==> src/rtl/sd_bus_arbiter.sv <==
// Arbitrates the SD SPI bus (MOSI/CSn) between the init, read and write engines.
// Optional grant timeout is compiled in with the SD_ARB_TIMEOUT_EN macro.
module sd_bus_arbiter #(
    parameter int GAP_TICKS     = 8,
    parameter int TIMEOUT_TICKS = 4096
) (
    input  logic clk,
    input  logic rst_n,
    input  logic sck_en,
    input  logic init_ok,
    input  logic init_req,
    input  logic init_done,
    input  logic init_mosi,
    input  logic init_csn,
    input  logic rd_req,
    input  logic rd_done,
    input  logic rd_mosi,
    input  logic rd_csn,
    input  logic wr_req,
    input  logic wr_done,
    input  logic wr_mosi,
    input  logic wr_csn,
    output logic init_gnt,
    output logic rd_gnt,
    output logic wr_gnt,
    output logic busy,
    output logic err,
    output logic SD_MOSI,
    output logic SD_CSn
);

    localparam int GAP_W = $clog2(GAP_TICKS + 1);
    localparam logic [GAP_W-1:0] GAP_LAST = GAP_W'(GAP_TICKS - 1);

    if (GAP_TICKS < 1 || TIMEOUT_TICKS < 1) begin : g_param_check
        $error("sd_bus_arbiter: GAP_TICKS and TIMEOUT_TICKS must be at least 1");
    end

    typedef enum logic [2:0] {
        IDLE     = 3'd0,
        OWN_INIT = 3'd1,
        OWN_RD   = 3'd2,
        OWN_WR   = 3'd3,
        GAP      = 3'd4
    } state_t;

    state_t           state_r;
    logic [GAP_W-1:0] gap_cnt_r;
    logic             last_wr_r;
    logic             init_gnt_r;
    logic             rd_gnt_r;
    logic             wr_gnt_r;
    logic             busy_r;
    logic             mosi_r;
    logic             csn_r;

    logic own_req_s;
    logic own_done_s;
    logic own_mosi_s;
    logic own_csn_s;
    logic own_s;
    logic to_hit_s;

    // Select the current owner's request, done and bus signals.
    always_comb begin
        own_req_s  = 1'b0;
        own_done_s = 1'b0;
        own_mosi_s = 1'b1;
        own_csn_s  = 1'b1;
        own_s      = 1'b0;
        case (state_r)
            OWN_INIT: begin
                own_req_s  = init_req;
                own_done_s = init_done;
                own_mosi_s = init_mosi;
                own_csn_s  = init_csn;
                own_s      = 1'b1;
            end
            OWN_RD: begin
                own_req_s  = rd_req;
                own_done_s = rd_done;
                own_mosi_s = rd_mosi;
                own_csn_s  = rd_csn;
                own_s      = 1'b1;
            end
            OWN_WR: begin
                own_req_s  = wr_req;
                own_done_s = wr_done;
                own_mosi_s = wr_mosi;
                own_csn_s  = wr_csn;
                own_s      = 1'b1;
            end
            default: begin
                own_req_s  = 1'b0;
                own_done_s = 1'b0;
                own_mosi_s = 1'b1;
                own_csn_s  = 1'b1;
                own_s      = 1'b0;
            end
        endcase
    end

`ifdef SD_ARB_TIMEOUT_EN
    localparam int TO_W = $clog2(TIMEOUT_TICKS + 1);
    localparam logic [TO_W-1:0] TO_LAST = TO_W'(TIMEOUT_TICKS - 1);

    logic [TO_W-1:0] to_cnt_r;
    logic            err_r;

    assign to_hit_s = own_s && sck_en && (to_cnt_r == TO_LAST);
    assign err      = err_r;

    // Grant hold counter; sits at zero outside OWN states so every grant starts fresh.
    always_ff @(posedge clk or negedge rst_n) begin
        if (!rst_n) begin
            to_cnt_r <= {TO_W{1'b0}};
            err_r    <= 1'b0;
        end else begin
            err_r <= to_hit_s && !own_done_s && own_req_s;
            if (!own_s || to_hit_s) begin
                to_cnt_r <= {TO_W{1'b0}};
            end else if (sck_en) begin
                to_cnt_r <= to_cnt_r + {{(TO_W-1){1'b0}}, 1'b1};
            end else begin
                to_cnt_r <= to_cnt_r;
            end
        end
    end
`else
    assign to_hit_s = 1'b0;
    assign err      = 1'b0;
`endif

    // Arbitration FSM with registered grants, busy and muxed bus outputs.
    always_ff @(posedge clk or negedge rst_n) begin
        if (!rst_n) begin
            state_r    <= IDLE;
            gap_cnt_r  <= {GAP_W{1'b0}};
            last_wr_r  <= 1'b1;
            init_gnt_r <= 1'b0;
            rd_gnt_r   <= 1'b0;
            wr_gnt_r   <= 1'b0;
            busy_r     <= 1'b0;
            mosi_r     <= 1'b1;
            csn_r      <= 1'b1;
        end else begin
            case (state_r)
                IDLE: begin
                    mosi_r <= 1'b1;
                    csn_r  <= 1'b1;
                    if (init_req) begin
                        state_r    <= OWN_INIT;
                        init_gnt_r <= 1'b1;
                        busy_r     <= 1'b1;
                    end else if (init_ok && rd_req && (!wr_req || last_wr_r)) begin
                        state_r   <= OWN_RD;
                        rd_gnt_r  <= 1'b1;
                        busy_r    <= 1'b1;
                        last_wr_r <= 1'b0;
                    end else if (init_ok && wr_req) begin
                        state_r   <= OWN_WR;
                        wr_gnt_r  <= 1'b1;
                        busy_r    <= 1'b1;
                        last_wr_r <= 1'b1;
                    end else begin
                        state_r <= IDLE;
                    end
                end
                OWN_INIT, OWN_RD, OWN_WR: begin
                    // Done, abort and timeout all release the same way.
                    if (own_done_s || !own_req_s || to_hit_s) begin
                        state_r    <= GAP;
                        gap_cnt_r  <= {GAP_W{1'b0}};
                        init_gnt_r <= 1'b0;
                        rd_gnt_r   <= 1'b0;
                        wr_gnt_r   <= 1'b0;
                        mosi_r     <= 1'b1;
                        csn_r      <= 1'b1;
                    end else begin
                        mosi_r <= own_mosi_s;
                        csn_r  <= own_csn_s;
                    end
                end
                GAP: begin
                    mosi_r <= 1'b1;
                    csn_r  <= 1'b1;
                    if (sck_en) begin
                        if (gap_cnt_r == GAP_LAST) begin
                            state_r <= IDLE;
                            busy_r  <= 1'b0;
                        end else begin
                            gap_cnt_r <= gap_cnt_r + {{(GAP_W-1){1'b0}}, 1'b1};
                        end
                    end else begin
                        gap_cnt_r <= gap_cnt_r;
                    end
                end
                default: begin
                    state_r    <= IDLE;
                    init_gnt_r <= 1'b0;
                    rd_gnt_r   <= 1'b0;
                    wr_gnt_r   <= 1'b0;
                    busy_r     <= 1'b0;
                    mosi_r     <= 1'b1;
                    csn_r      <= 1'b1;
                end
            endcase
        end
    end

    assign init_gnt = init_gnt_r;
    assign rd_gnt   = rd_gnt_r;
    assign wr_gnt   = wr_gnt_r;
    assign busy     = busy_r;
    assign SD_MOSI  = mosi_r;
    assign SD_CSn   = csn_r;

endmodule
==> config.mk <==
export PLATFORM = sky130hd
export DESIGN_NAME = sd_bus_arbiter
export DESIGN_NICKNAME = d
export VERILOG_FILES = /design/src/rtl/sd_bus_arbiter.sv
export SDC_FILE = /design/constraint.sdc
export NUM_CORES = 1
export LEC_CHECK = 0
export BUFFER_PORTS_ARGS = -buffer_cell sky130_fd_sc_hd__buf_2
export CAP_MARGIN = 10
export CORE_UTILIZATION = 40
export DETAILED_ROUTE_END_ITERATION = 6
export PLACE_DENSITY = 0.66
export SLEW_MARGIN = 0
export SYNTH_ARGS = -nofsm -noshare
export SYNTH_HDL_FRONTEND = slang
export SYNTH_SLANG_ARGS = --single-unit
export TNS_END_PERCENT = 10
==> constraint.sdc <==
create_clock -name clk -period 1.4 [get_ports clk]
set_clock_uncertainty 0.15 [all_clocks]
set_input_delay 0.42 -clock clk [delete_from_list [all_inputs] [get_ports clk]]
set_output_delay 0.42 -clock clk [all_outputs]
set_load 0.005 [all_outputs]
==> results.py, run 1 <==
metrics = {
    "global_route": {
        "grt_max_degree": 15,
        "grt_pass1_vias": 774,
        "grt.overflow.total": 0,
        "grt_use_total_pct": 19.4,
        "antenna_found_initial": 0,
        "grt_pass1_wl_um": 3420,
    },
    "timing": {
        "finalCriticalPeriod_ns": 1.53,
        "holdWs_ns": 0.292,
        "finalSetupViolations": 13,
        "setup-tns-final_ns": -0.729,
        "finalHoldViolations": 0,
        "post-route-period-util_pct": 109,
        "rsz0062_at_grt": "yes",
        "fmax_mhz": 654,
        "layout_setup_ws_ns": -0.128,
        "drv_slew": 0,
    },
    "pwr": {
        "cell_internal_pwr_mw": 1.33,
        "p_leak_nw": 0.577,
        "switching_share_pct": 36.3,
        "p_clk_share_pct": 11.5,
        "ir_worst_vdd_mv": 1.09,
        "p_sw_mw": 0.758,
        "powerDensity_nw_per_um2": 1650,
        "p_seq_share_pct": 34.7,
        "combPwrFrac_pct": 53.8,
    },
    "critical_path": {
        "crit_path_start_kind": "register",
        "cp-end-kind": "register",
        "rrSetupSlack_ns": -0.13,
        "cp_num_buf_inv": 1,
        "cp.required_ns": 1.42,
        "crit_path_top_delay_cell": "dfrtp_2",
        "cp_slowest_stage_delay_ns": 0.49,
        "path_max_fanout": 7,
        "cp.arrival_ns": 1.55,
        "crit_type": "reg2reg",
        "path_delay_family": "flip-flops",
        "path_cells": "buf_6, nand4bb_4, a31oi_4, o21bai_4, mux2_4",
    },
    "finish": {
        "multi_input_area_um2": 508,
        "syn_to_final_growth_pct": 46.6,
        "num_antenna_cells": 0,
        "seqCellArea_um2": 358,
        "fillerInstances": 179,
        "fin_nets": 145,
        "final_cell_mix": "buf_2 (21), buf_4 (21), a21oi_1 (10)",
        "drive_gt1_share_pct": 58.3,
    },
    "flow_run": {
        "maxCapViolCount": 0,
    },
    "synth": {
        "ys_seq_area_share_pct": 41.0,
        "synth_cell_types": 37,
        "synth_ff_type": "dfrtp_1",
        "synth_warnings": 0,
        "synth_seq_cells": 14,
        "syn_avg_cell_area_um2": 10.8,
        "synth_area_um2": 865,
        "synth_fp_nets": 97,
        "netlist_instances": 80,
        "async_flop_share_pct": 100,
        "synth_edf_count": 0,
    },
    "routing": {
        "drt_pass1_iterations": 4,
        "routed_wl_um": 2090,
        "ant_nets": 0,
        "drc_errors": 0,
        "wl_per_cell_um": 13.5,
        "num_vias": 778,
        "drt_iter0_markers": 10,
        "viasPerCell": 5.05,
    },
    "clock_tree": {
        "clkLatencyLatePin_ns": 0.28,
        "clockBufferDepth": 2,
        "root_buffer": "clkbuf_4",
        "htree_levels": 1,
        "cts_sinks": 14,
        "cts_tree": "built",
        "clk_pin_slew_worst_paths_ns": 0.08,
        "numCtsBuffers": 3,
    },
    "placement": {
        "hpwl_um": 1540,
        "numPortBuffers": 21,
        "gp_congestion": 0.807,
    },
    "die": {
        "start_util_pct": 43.2,
        "die-area_um2": 2350,
        "die_w_um": 48.5,
        "io_pins": 23,
        "die_y_um": 48.5,
        "std_cell_rows": 16,
        "core_um2": 2000,
    },
    "status": {
        "violations": "negative setup slack",
        "status": "finished with violations",
    },
    "hold_path": {
        "hold_path.class": "in2reg",
    },
}
==> cells in the mapped netlist (2+ instances only) <==
master     n  share of area, %
nand2b_1   2               1.4
nor2_1     6               2.6
dfrtp_1   11                32
nand2_1    5               2.2
a21oi_1   10               5.8
a41oi_1    2               2.0
dfstp_2    3               9.1
buf_6      2               2.6
inv_1      4               1.7
mux2_2     2               2.6
a22o_1     2               2.0
o21ai_0    5               2.9
a22oi_1    2               1.7
==> power groups by stage <==
stage	Clock, mW	Combinational [mW]	Sequential, mW
after floorplan	0	0.574	0.664
after detailed placement	0	0.972	0.714
after global placement	0	0.962	0.700
after CTS	0.248	1.06	0.716
after global routing	0.280	1.23	0.743
final	0.240	1.12	0.724
==> metrics by stage <==
step	cell area [um2]	power [mW]	cells	utilization, %	setup WS, ns
final	1270	2.09	154	63.3	-0.128
after global routing	1270	2.26	154	63.3	-0.173
after CTS	1230	2.03	153	61.4	-0.128
after detailed placement	1150	1.69	146	57.3	-0.181
after global placement	1150	1.66	146	57.3	-0.147
after floorplan	865	1.24	80	-	-0.100
==> flip-flops by register name, indices dropped and copies added (netlist names) <==
register	count
gap_cnt_r	4
rd_gnt	1
SD_MOSI	1
SD_CSn	1
last_wr_r	1
busy	1
wr_gnt	1
state_r	3
init_gnt	1
==> layout make-up <==
cell class / instances / share of cell area (%)
inverters: 4 / 1.18
flip-flops and latches: 14 / 28.2
clock buffers: 4 / 2.07
multi-input cells: 58 / 40.1
well taps: 27 / 2.67
repair buffers: 47 / 25.8
==> cell families after synthesis <==
family	synth area share, %
flip-flops	41.0
XOR/XNOR	1.01
other	0.434
AO/OA/AOI/OAI	24.2
AND/OR/NAND/NOR	20.7
buffers and inverters	5.79
adder cells (fa/ha/maj)	1.45
multiplexers	5.50
==> metal layers <==
| metal | vias up | GRT usage, % | part of all wire (%) |
|---|---|---|---|
| li1 | 393 | - | - |
| met1 | 363 | 25.3 | 45 |
| met2 | 20 | 31.7 | 49 |
| met3 | 2 | 4.72 | 4.1 |
| met4 | 0 | 5.88 | 1.1 |
| met5 | - | 0 | 0 |
==> path summary, 6_finish.rpt <==
| path | start | end | cells after the start |
|---|---|---|---|
| max in group asynchronous | rst_n | last_wr_r$_DFFE_PN1P_ | 2 |
| setup reg to reg | state_r[0]$_DFFE_PN0P_ | gap_cnt_r[0]$_DFFE_PN0P_ | 5 |
| setup / recovery | state_r[0]$_DFFE_PN0P_ | gap_cnt_r[0]$_DFFE_PN0P_ | 5 |
| min in group asynchronous | rst_n | state_r[1]$_DFFE_PN0P_ | 2 |
| hold reg to reg | wr_gnt$_DFFE_PN0P_ | wr_gnt$_DFFE_PN0P_ | 2 |
| hold / removal | rd_csn | SD_CSn$_DFF_PN1_ | 3 |
==> worst register-to-register path, cell delays in order, from the launching register on <==
cell and delay (ns):
dfrtp_2 0.49, buf_6 0.15, nand4bb_4 0.09, a31oi_4 0.10, o21bai_4 0.19, mux2_4 0.26
==> repair_timing <==
action | CTS | global route
pin swaps | 5 | 2
resized for setup | 10 | 10
setup endpoints to repair | 15 | 17
buffers inserted | 2 | 1
gates cloned | 0 | 0
hold buffers | 1 | 0
hold endpoints to repair | 11 | 0
(Power assumes the default switching activity.)
==> run 2: changes to the inputs <==
RECOVER_POWER = 25   (was default)
==> run 2 against run 1 <==
The run still ends with negative setup slack left. Sequential share of layout area is the same. Flip-flop and latch count is the same. Die area unchanged. Count of clock-buffer cells in the layout stayed put. Power about the same. Hold slack did not move. Via count unchanged.
==> results.py, run 2 (same netlist as run 1, synthesis figures left out) <==
metrics = {
    "routing": {
        "routed_wl_um": 2090,
        "drt_pass1_iterations": 4,
        "viasPerCell": 5.05,
        "ant_nets": 0,
        "wl_per_cell_um": 13.5,
        "drc_errors": 0,
        "num_vias": 778,
        "drt_iter0_markers": 10,
    },
    "placement": {
        "numPortBuffers": 21,
        "place_worst_setup_slack_ns": -0.181,
        "dp.cells": 146,
        "hpwl_um": 1540,
        "gp_congestion": 0.807,
    },
    "timing": {
        "setup-tns-final_ns": -0.729,
        "post-route-period-util_pct": 109,
        "finalSetupViolations": 13,
        "fmax_mhz": 654,
        "drv_slew": 0,
        "rsz0062_at_grt": "yes",
        "layout_setup_ws_ns": -0.128,
        "finalHoldViolations": 0,
        "finalCriticalPeriod_ns": 1.53,
    },
    "finish": {
        "largest_reg_flops": 4,
        "fin_nets": 145,
        "syn_to_final_growth_pct": 46.6,
        "final_common_cell": "buf_4",
        "final_cell_mix": "buf_4 (21), buf_2 (20), a21oi_1 (10)",
        "regMostFlops": "gap_cnt_r",
        "num_antenna_cells": 0,
        "top_regs": "gap_cnt_r (4), state_r (3)",
        "final_cells": 154,
        "drive_gt1_share_pct": 58.3,
    },
    "critical_path": {
        "crit_type": "reg2reg",
        "rrSetupSlack_ns": -0.13,
        "reg2regPathDepth": 5,
        "r2r_start": "state_r[0]$_DFFE_PN0P_",
        "r2r-end": "gap_cnt_r[0]$_DFFE_PN0P_",
        "path_cells": "buf_6, nand4bb_4, a31oi_4, o21bai_4, mux2_4",
        "cp.arrival_ns": 1.55,
        "path_max_fanout": 7,
        "cp.required_ns": 1.42,
        "crit_path_top_delay_cell": "dfrtp_2",
        "critPathLaunch": "state_r[0]$_DFFE_PN0P_",
        "cp-end-kind": "register",
        "cp-endpoint": "gap_cnt_r[0]$_DFFE_PN0P_",
        "crit_cells": 5,
        "cp_num_buf_inv": 1,
        "cp_slowest_stage_delay_ns": 0.49,
        "path_delay_family": "flip-flops",
        "crit_path_start_kind": "register",
    },
    "pwr": {
        "p_leak_nw": 0.577,
        "ir_worst_vdd_mv": 1.09,
        "powerDensity_nw_per_um2": 1650,
    },
    "clock_tree": {
        "cts_sinks": 14,
        "cts_tree": "built",
        "clockBufferDepth": 2,
        "clk_pin_slew_worst_paths_ns": 0.08,
        "htree_levels": 1,
        "numCtsBuffers": 3,
        "root_buffer": "clkbuf_4",
        "clkLatencyLatePin_ns": 0.28,
    },
    "global_route": {
        "grt_max_degree": 15,
        "grt_pass1_vias": 774,
        "grt.overflow.total": 0,
        "grt_pass1_wl_um": 3420,
        "antenna_found_initial": 0,
        "grt_use_total_pct": 19.4,
    },
    "status": {
        "status": "finished with violations",
        "violations": "negative setup slack",
    },
    "die": {
        "core_um2": 2000,
        "std_cell_rows": 16,
        "die_y_um": 48.5,
        "start_util_pct": 43.2,
        "die-area_um2": 2350,
        "die_w_um": 48.5,
        "io_pins": 23,
    },
    "flow_run": {
        "maxCapViolCount": 0,
    },
    "hold_path": {
        "hold_path.class": "in2reg",
    },
}
-- run 2: timing repair --
action                                 CTS  global route
setup endpoints to repair               15            17
endpoints found under the hold margin   11             0
hold buffers                             1             0
gates resized for setup                 10            10
buffers inserted                         2             1
pin swaps                                5             2
-- run 2: report_power, final --
| group | leakage [nW] | total, mW | switching, mW | internal [mW] |
|---|---|---|---|---|
| clock | 0.0150 | 0.240 | 0.130 | 0.110 |
| combinational | 0.392 | 1.12 | 0.472 | 0.652 |
| sequential | 0.171 | 0.724 | 0.157 | 0.567 |
-- run 2: routing by layer --
layer	wire [um]	vias to the layer above	track usage (%)
li1	-	393	-
met1	947	363	25.3
met2	1030	20	31.7
met3	85	2	4.72
met4	22	0	5.88
met5	0	-	0
-- run 2: stage by stage --
step / power [mW] / utilization (%) / instance area, um2 / hold slack [ns]
floorplan: 1.24 / - / 865 / -0.0256
global placement: 1.66 / 57.3 / 1150 / 0.182
detailed placement: 1.69 / 57.3 / 1150 / 0.185
CTS: 2.03 / 61.4 / 1230 / 0.297
global route: 2.26 / 63.3 / 1270 / 0.293
finish: 2.09 / 63.3 / 1270 / 0.292
-- run 2: how the worst min path moves through the flow --
| stage | startpoint | end | slack [ns] | cells past startpoint |
|---|---|---|---|---|
| 6_report | rd_csn | SD_CSn$_DFF_PN1_ | 0.29 | 3 |
| 5_1_grt | rd_mosi | SD_MOSI$_DFF_PN1_ | 0.29 | 3 |
| 4_1_cts | init_ok | last_wr_r$_DFFE_PN1P_ | 0.30 | 3 |
| 3_5_place_dp | rst_n | state_r[1]$_DFFE_PN0P_ | 0.19 | 1 |
| 3_3_place_gp | rst_n | state_r[1]$_DFFE_PN0P_ | 0.18 | 1 |
| 2_1_floorplan | rst_n | busy$_DFFE_PN0P_ | -0.03 | 0 |
-- run 2: worst reg2reg max path, cell delays in order, from the launching register on --
cell	delay [ns]
dfrtp_2	0.49
buf_6	0.15
nand4bb_4	0.09
a31oi_4	0.10
o21bai_4	0.19
mux2_4	0.26
-- run 2: layout make-up --
| class | instances | area (um2) |
|---|---|---|
| Timing Repair Buffer | 47 | 327 |
| Inverter | 4 | 15.0 |
| Tap cell | 27 | 33.8 |
| Fill cell | 179 | 734 |
| Multi-Input combinational cell | 58 | 508 |
| Clock buffer | 4 | 26.3 |
| Sequential cell | 14 | 358 |
